**config.mk**
```make
export PLATFORM = sky130hd
export DESIGN_NAME = ysyx_22041207_div
export DESIGN_NICKNAME = d
export VERILOG_FILES = /design/src/rtl/ysyx_22041207_div.sv
export SDC_FILE = /design/constraint.sdc
export NUM_CORES = 1
export LEC_CHECK = 0
export ABC_AREA = 0
export CAP_MARGIN = 0
export CELL_PAD_IN_SITES_DETAIL_PLACEMENT = 0
export CELL_PAD_IN_SITES_GLOBAL_PLACEMENT = 1
export CORE_AREA = 5 5 292 208
export CTS_BUF_LIST = sky130_fd_sc_hd__clkbuf_8
export DETAILED_ROUTE_END_ITERATION = 16
export DIE_AREA = 0 0 297 213
export PLACE_DENSITY = 0.86
export SLEW_MARGIN = 20
export SYNTH_ARGS = -nofsm -noshare
export SYNTH_HDL_FRONTEND = slang
export SYNTH_SLANG_ARGS = --single-unit
```
**constraint.sdc**
```tcl
create_clock -name clk -period 16.28 [get_ports clk]
set_clock_uncertainty 0.05 [all_clocks]
set_input_delay 3.256 -clock clk [delete_from_list [all_inputs] [get_ports clk]]
set_output_delay 3.256 -clock clk [all_outputs]
set_load 0.03 [all_outputs]
```
**src/rtl/ysyx_22041207_div.sv**
```systemverilog
// Iterative restoring divider: one quotient bit per cycle, signed/unsigned, 64-bit and word forms.
// Divide-by-zero and signed overflow skip the iteration and complete one cycle after accept.
module ysyx_22041207_div #(
  parameter int XLEN = 64,
  parameter int ITER = 64
) (
  input  logic            clk,
  input  logic            rst,
  input  logic            div_valid,
  input  logic            flush,
  input  logic            div_signed,
  input  logic            divw,
  input  logic [XLEN-1:0] dividend,
  input  logic [XLEN-1:0] divisor,
  output logic            div_ready,
  output logic            out_valid,
  output logic [XLEN-1:0] quotient,
  output logic [XLEN-1:0] remainder
);

  localparam int HW = XLEN / 2;
  localparam int CW = $clog2(ITER + 1);

  typedef enum logic [1:0] {IDLE, CALC, DONE} state_t;

  state_t state, state_nxt;

  logic [XLEN-1:0] a_ext, b_ext, a_sx, a_mag, b_mag;
  logic            a_neg, b_neg, b_zero, ovf, special;
  logic [XLEN-1:0] spec_q, spec_r;

  logic [XLEN-1:0] quo_r, rem_r, dvs_r;
  logic            neg_q_r, neg_r_r, word_r, special_r;
  logic [CW-1:0]   cnt;

  logic [XLEN:0]   r_sh, r_sub;
  logic [XLEN-1:0] q_step, r_step, q_sgn, r_sgn, q_fin, r_fin;
  logic            accept, last_iter, load_out;

  // Operand preparation: select width, extend, and take magnitudes for signed ops.
  always_comb begin
    if (divw) begin
      a_ext = {{HW{div_signed & dividend[HW-1]}}, dividend[HW-1:0]};
      b_ext = {{HW{div_signed & divisor[HW-1]}}, divisor[HW-1:0]};
      a_sx  = {{HW{dividend[HW-1]}}, dividend[HW-1:0]};
      ovf   = div_signed & dividend[HW-1] & ~|dividend[HW-2:0] & (&divisor[HW-1:0]);
    end else begin
      a_ext = dividend;
      b_ext = divisor;
      a_sx  = dividend;
      ovf   = div_signed & dividend[XLEN-1] & ~|dividend[XLEN-2:0] & (&divisor);
    end
    a_neg   = div_signed & a_ext[XLEN-1];
    b_neg   = div_signed & b_ext[XLEN-1];
    a_mag   = a_neg ? -a_ext : a_ext;
    b_mag   = b_neg ? -b_ext : b_ext;
    b_zero  = (b_ext == '0);
    special = b_zero | ovf;
    // Special results are already in final (sign-extended) form.
    spec_q  = b_zero ? '1 : a_sx;
    spec_r  = b_zero ? a_sx : '0;
  end

  // One restoring step: shift in the next dividend bit, subtract if it fits.
  always_comb begin
    r_sh   = {rem_r, quo_r[XLEN-1]};
    r_sub  = r_sh - {1'b0, dvs_r};
    q_step = {quo_r[XLEN-2:0], ~r_sub[XLEN]};
    r_step = r_sub[XLEN] ? r_sh[XLEN-1:0] : r_sub[XLEN-1:0];
    q_sgn  = neg_q_r ? -q_step : q_step;
    r_sgn  = neg_r_r ? -r_step : r_step;
    if (special_r) begin
      q_fin = quo_r;
      r_fin = rem_r;
    end else if (word_r) begin
      q_fin = {{HW{q_sgn[HW-1]}}, q_sgn[HW-1:0]};
      r_fin = {{HW{r_sgn[HW-1]}}, r_sgn[HW-1:0]};
    end else begin
      q_fin = q_sgn;
      r_fin = r_sgn;
    end
  end

  assign div_ready = (state == IDLE);
  assign accept    = (state == IDLE) && div_valid && !flush;
  assign last_iter = (cnt == CW'(ITER - 1));

  always_ff @(posedge clk) begin
    if (rst) state <= IDLE;
    else     state <= state_nxt;
  end

  always_comb begin
    state_nxt = state;
    case (state)
      IDLE: if (div_valid && !flush) state_nxt = CALC;
      CALC: begin
        if (flush)                       state_nxt = IDLE;
        else if (special_r || last_iter) state_nxt = DONE;
      end
      DONE:    state_nxt = IDLE;
      default: state_nxt = IDLE;
    endcase
  end

  assign load_out = (state == CALC) && (state_nxt == DONE);

  always_ff @(posedge clk) begin
    if (rst) begin
      out_valid <= 1'b0;
      quotient  <= '0;
      remainder <= '0;
      cnt       <= '0;
    end else begin
      out_valid <= 1'b0;
      if (accept) begin
        cnt       <= '0;
        special_r <= special;
        word_r    <= divw;
        neg_q_r   <= (a_neg ^ b_neg) & ~b_zero;
        neg_r_r   <= a_neg;
        dvs_r     <= b_mag;
        quo_r     <= special ? spec_q : a_mag;
        rem_r     <= special ? spec_r : '0;
      end else if (state == CALC && !special_r) begin
        quo_r <= q_step;
        rem_r <= r_step;
        cnt   <= cnt + 1'b1;
      end
      if (load_out) begin
        quotient  <= q_fin;
        remainder <= r_fin;
        out_valid <= 1'b1;
      end
    end
  end

endmodule

```
==> results.json <==
{
  "slowest_stage": "a311oi_1",
  "syn-cell-area_um2": 27320,
  "arrival_ns": 9.27,
  "clk_latency_ns": 0.71,
  "ys_seq_area_frac": 0.3165,
  "numPortBuffers": 263,
  "synth_edf_count": 196,
  "start_util": 0.4736,
  "combPwrFrac": 0.265,
  "ys_seq_elements": 334,
  "ant_nets": 0,
  "path_common_cell": "buf_4",
  "fin_setup_tns_ns": 0,
  "num_rows": 74,
  "top_level_ports": 264,
  "seq_power_share": 0.403,
  "seq_area_um2": 8648,
  "p_leak_nw": 10.92,
  "max-cap-violations": 0,
  "fin_crit_ns": 8.717,
  "fillers": 5471,
  "fin_crit_sh": 0.5354,
  "p_clk_frac": 0.331,
  "vdd_drop_max_mv": 0.06838,
  "vias_per_cell": 6.617,
  "numCtsBuffers": 57,
  "hold_viol": 0,
  "clock-sinks": 334,
  "grt_max_degree": 91,
  "p_sw_mw": 0.8548,
  "status": "completed",
  "cp_max_fo": 64,
  "cts_buffer_depth": 3,
  "setup_viol": 0,
  "required_ns": 16.84,
  "vias": 29652,
  "worst_path_largest_cell_delay_ns": 0.75,
  "grt_antenna_before_repair": 3,
  "cts_htree_levels": 2,
  "netSwitchingFraction": 0.3563,
  "die_area_um2": 63260,
  "gp_congestion": 0.9989,
  "fmax_mhz": 114.7,
  "cp-start-kind": "flip-flop",
  "drive_gt1_frac": 0.05349,
  "rsz0062_at_grt": "no",
  "postCtsSetupRepairBufs": 0,
  "core_area_um2": 57680,
  "grtUsageTotal": 0.3403,
  "cp-end-kind": "flip-flop",
  "synthCells": 3535,
  "power_per_cell_area_nw_per_um2": 76.14,
  "drt_iter0_drc": 3925,
  "synthesis.nets": 3740,
  "relSlewSlack": 0.2518,
  "wl_um": 113500,
  "path_clk_slew_ns": 0.07,
  "wl_per_cell_um": 25.32,
  "synthArstFlopShare": 0,
  "tightest_slew_ns": 1.122,
  "die_w_um": 297,
  "synth-main-ff-cell": "edfxtp_1",
  "grt_overflow": 0,
  "synth_cell_types": 99,
  "drc_errors": 0,
  "critical_path_class": "reg2reg",
  "die_height_um": 213,
  "multi_input_area_um2": 17360,
  "grt_pass1_vias": 27150,
  "final_max_slew_viol_count": 0,
  "syn_avg_cell_area_um2": 7.729,
  "yosysWarnings": 0,
  "syn2layout_area_growth_pct": 15.34,
  "p_int_mw": 1.545,
  "dp_hpwl_um": 85850,
  "grt_pass1_wl_um": 169400,
  "final_util": 0.5463,
  "fin_nets": 3877,
  "hold_class": "reg2reg",
  "root_buffer": "clkbuf_8",
  "cts_hold_buf": 0,
  "firstDrtPassIters": 6,
  "cts_resized": 0,
  "cts_tree": "done"
}
==> final timing paths <==
kind | from | endpoint | slack (ns) | cells past startpoint
hold / removal | quotient[43]$_SDFFE_PP0P_ | quotient[43]$_SDFFE_PP0P_ | 0.41 | 2
hold reg to reg | quotient[43]$_SDFFE_PP0P_ | quotient[43]$_SDFFE_PP0P_ | 0.41 | 2
setup reg to reg | quo_r[63]$_DFFE_PP_ | remainder[58]$_SDFFE_PP0P_ | 7.56 | 27
setup / recovery | quo_r[63]$_DFFE_PP_ | remainder[58]$_SDFFE_PP0P_ | 7.56 | 27
==> layout by cell type, fill, tap and decap left out, types with 16 or more instances in the layout <==
master / n
nor3_1: 90
clkbuf_8: 65
nor2_1: 365
nand2b_1: 36
nand4_1: 52
nor2b_1: 23
o21ai_0: 302
a311oi_1: 21
a21oi_1: 396
o31ai_1: 65
mux2i_1: 51
and2_1: 20
xor2_1: 135
o41ai_1: 27
nand2_1: 378
a211oi_1: 34
or4_1: 25
o211ai_1: 74
and3_1: 20
a31oi_1: 35
xnor2_1: 114
nand3_1: 66
dfxtp_1: 138
or2_2: 16
clkdlybuf4s50_1: 261
or3_1: 46
edfxtp_1: 196
buf_4: 44
o21a_1: 28
a21o_1: 29
nor4_1: 45
inv_1: 139
ha_1: 70
==> registers in the layout, indices dropped and copies added, names as in the netlist <==
signal     count
neg_r_r        1
state          2
quo_r         64
quotient      64
out_valid      1
special_r      1
rem_r         64
word_r         1
cnt            7
neg_q_r        1
remainder     64
dvs_r         64
==> logic make-up after synthesis <==
family,count (synthesis),synth area share
XOR/XNOR,249,0.07982
multiplexers,60,0.02239
adder cells (fa/ha/maj),71,0.03279
AO/OA/AOI/OAI,1217,0.2810
buffers and inverters,354,0.05092
flip-flops,334,0.3165
AND/OR/NAND/NOR,1250,0.2166
==> power groups by stage <==
stage	Combinational [mW]	Clock, mW	Sequential, mW
2_1_floorplan	0.410	0	0.977
6_report	0.637	0.795	0.968
3_5_place_dp	0.618	0	0.985
3_3_place_gp	0.611	0	0.984
4_1_cts	0.621	0.803	0.966
5_1_grt	0.684	0.841	0.969
==> critical path, delay by kind of cell, from the launching register on <==
kind / cells / cell delay, ns
AND/OR/NAND/NOR: 10 / 2.86
multiplexers: 1 / 0.17
adder cells (fa/ha/maj): 3 / 1.00
flip-flops: 1 / 0.39
buffers and inverters: 5 / 1.62
AO/OA/AOI/OAI: 8 / 2.49
==> area by class of cell <==
cell class	count	area share
diodes	1	0.00007941
flip-flops and latches	334	0.2744
repair buffers	306	0.09355
clock inverters	42	0.007584
clock buffers	65	0.02839
inverters	126	0.01501
multi-input cells	2847	0.5508
well taps	760	0.03018
==> cells in the mapped netlist (28+ instances only) <==
master,instances,share of area
a21o_1,29,0.0080
nand3_1,67,0.012
nand4_1,52,0.012
o21ai_0,302,0.055
o31ai_1,65,0.018
nand2b_1,36,0.0082
nor4_1,46,0.011
a21oi_1,398,0.073
mux2i_1,51,0.019
or3_1,46,0.011
xor2_1,135,0.043
a31oi_1,35,0.0080
o21a_1,28,0.0077
inv_1,122,0.017
clkbuf_1,194,0.027
edfxtp_1,196,0.22
nand2_1,380,0.052
xnor2_1,114,0.037
ha_1,70,0.032
o211ai_1,74,0.020
a211oi_1,34,0.0093
dfxtp_1,138,0.10
nor2_1,369,0.051
nor3_1,90,0.016
==> per-layer routing <==
layer  part of all wire  vias up  wire length, um  global-route usage
li1                   -    13387                -                   -
met1               0.43    14276            48990              0.4875
met2               0.42     1742            48080              0.5132
met3               0.11      243            12730             0.08101
met4              0.032        4             3637              0.1015
met5            0.00025        -               28                   0
==> metrics by stage <==
step / setup WS, ns / cell area [um2] / total power, mW / std cells / hold WS [ns]
3_3_place_gp: 7.795 / 30370 / 1.595 / 4373 / 0.3895
3_5_place_dp: 7.823 / 30370 / 1.603 / 4373 / 0.3976
6_report: 7.563 / 31510 / 2.399 / 4481 / 0.4065
4_1_cts: 7.935 / 31510 / 2.391 / 4480 / 0.4061
2_1_floorplan: 6.033 / 27320 / 1.387 / 3535 / 0.3959
5_1_grt: 7.366 / 31510 / 2.493 / 4481 / 0.4162
Power figures use the tool's default switching activity.
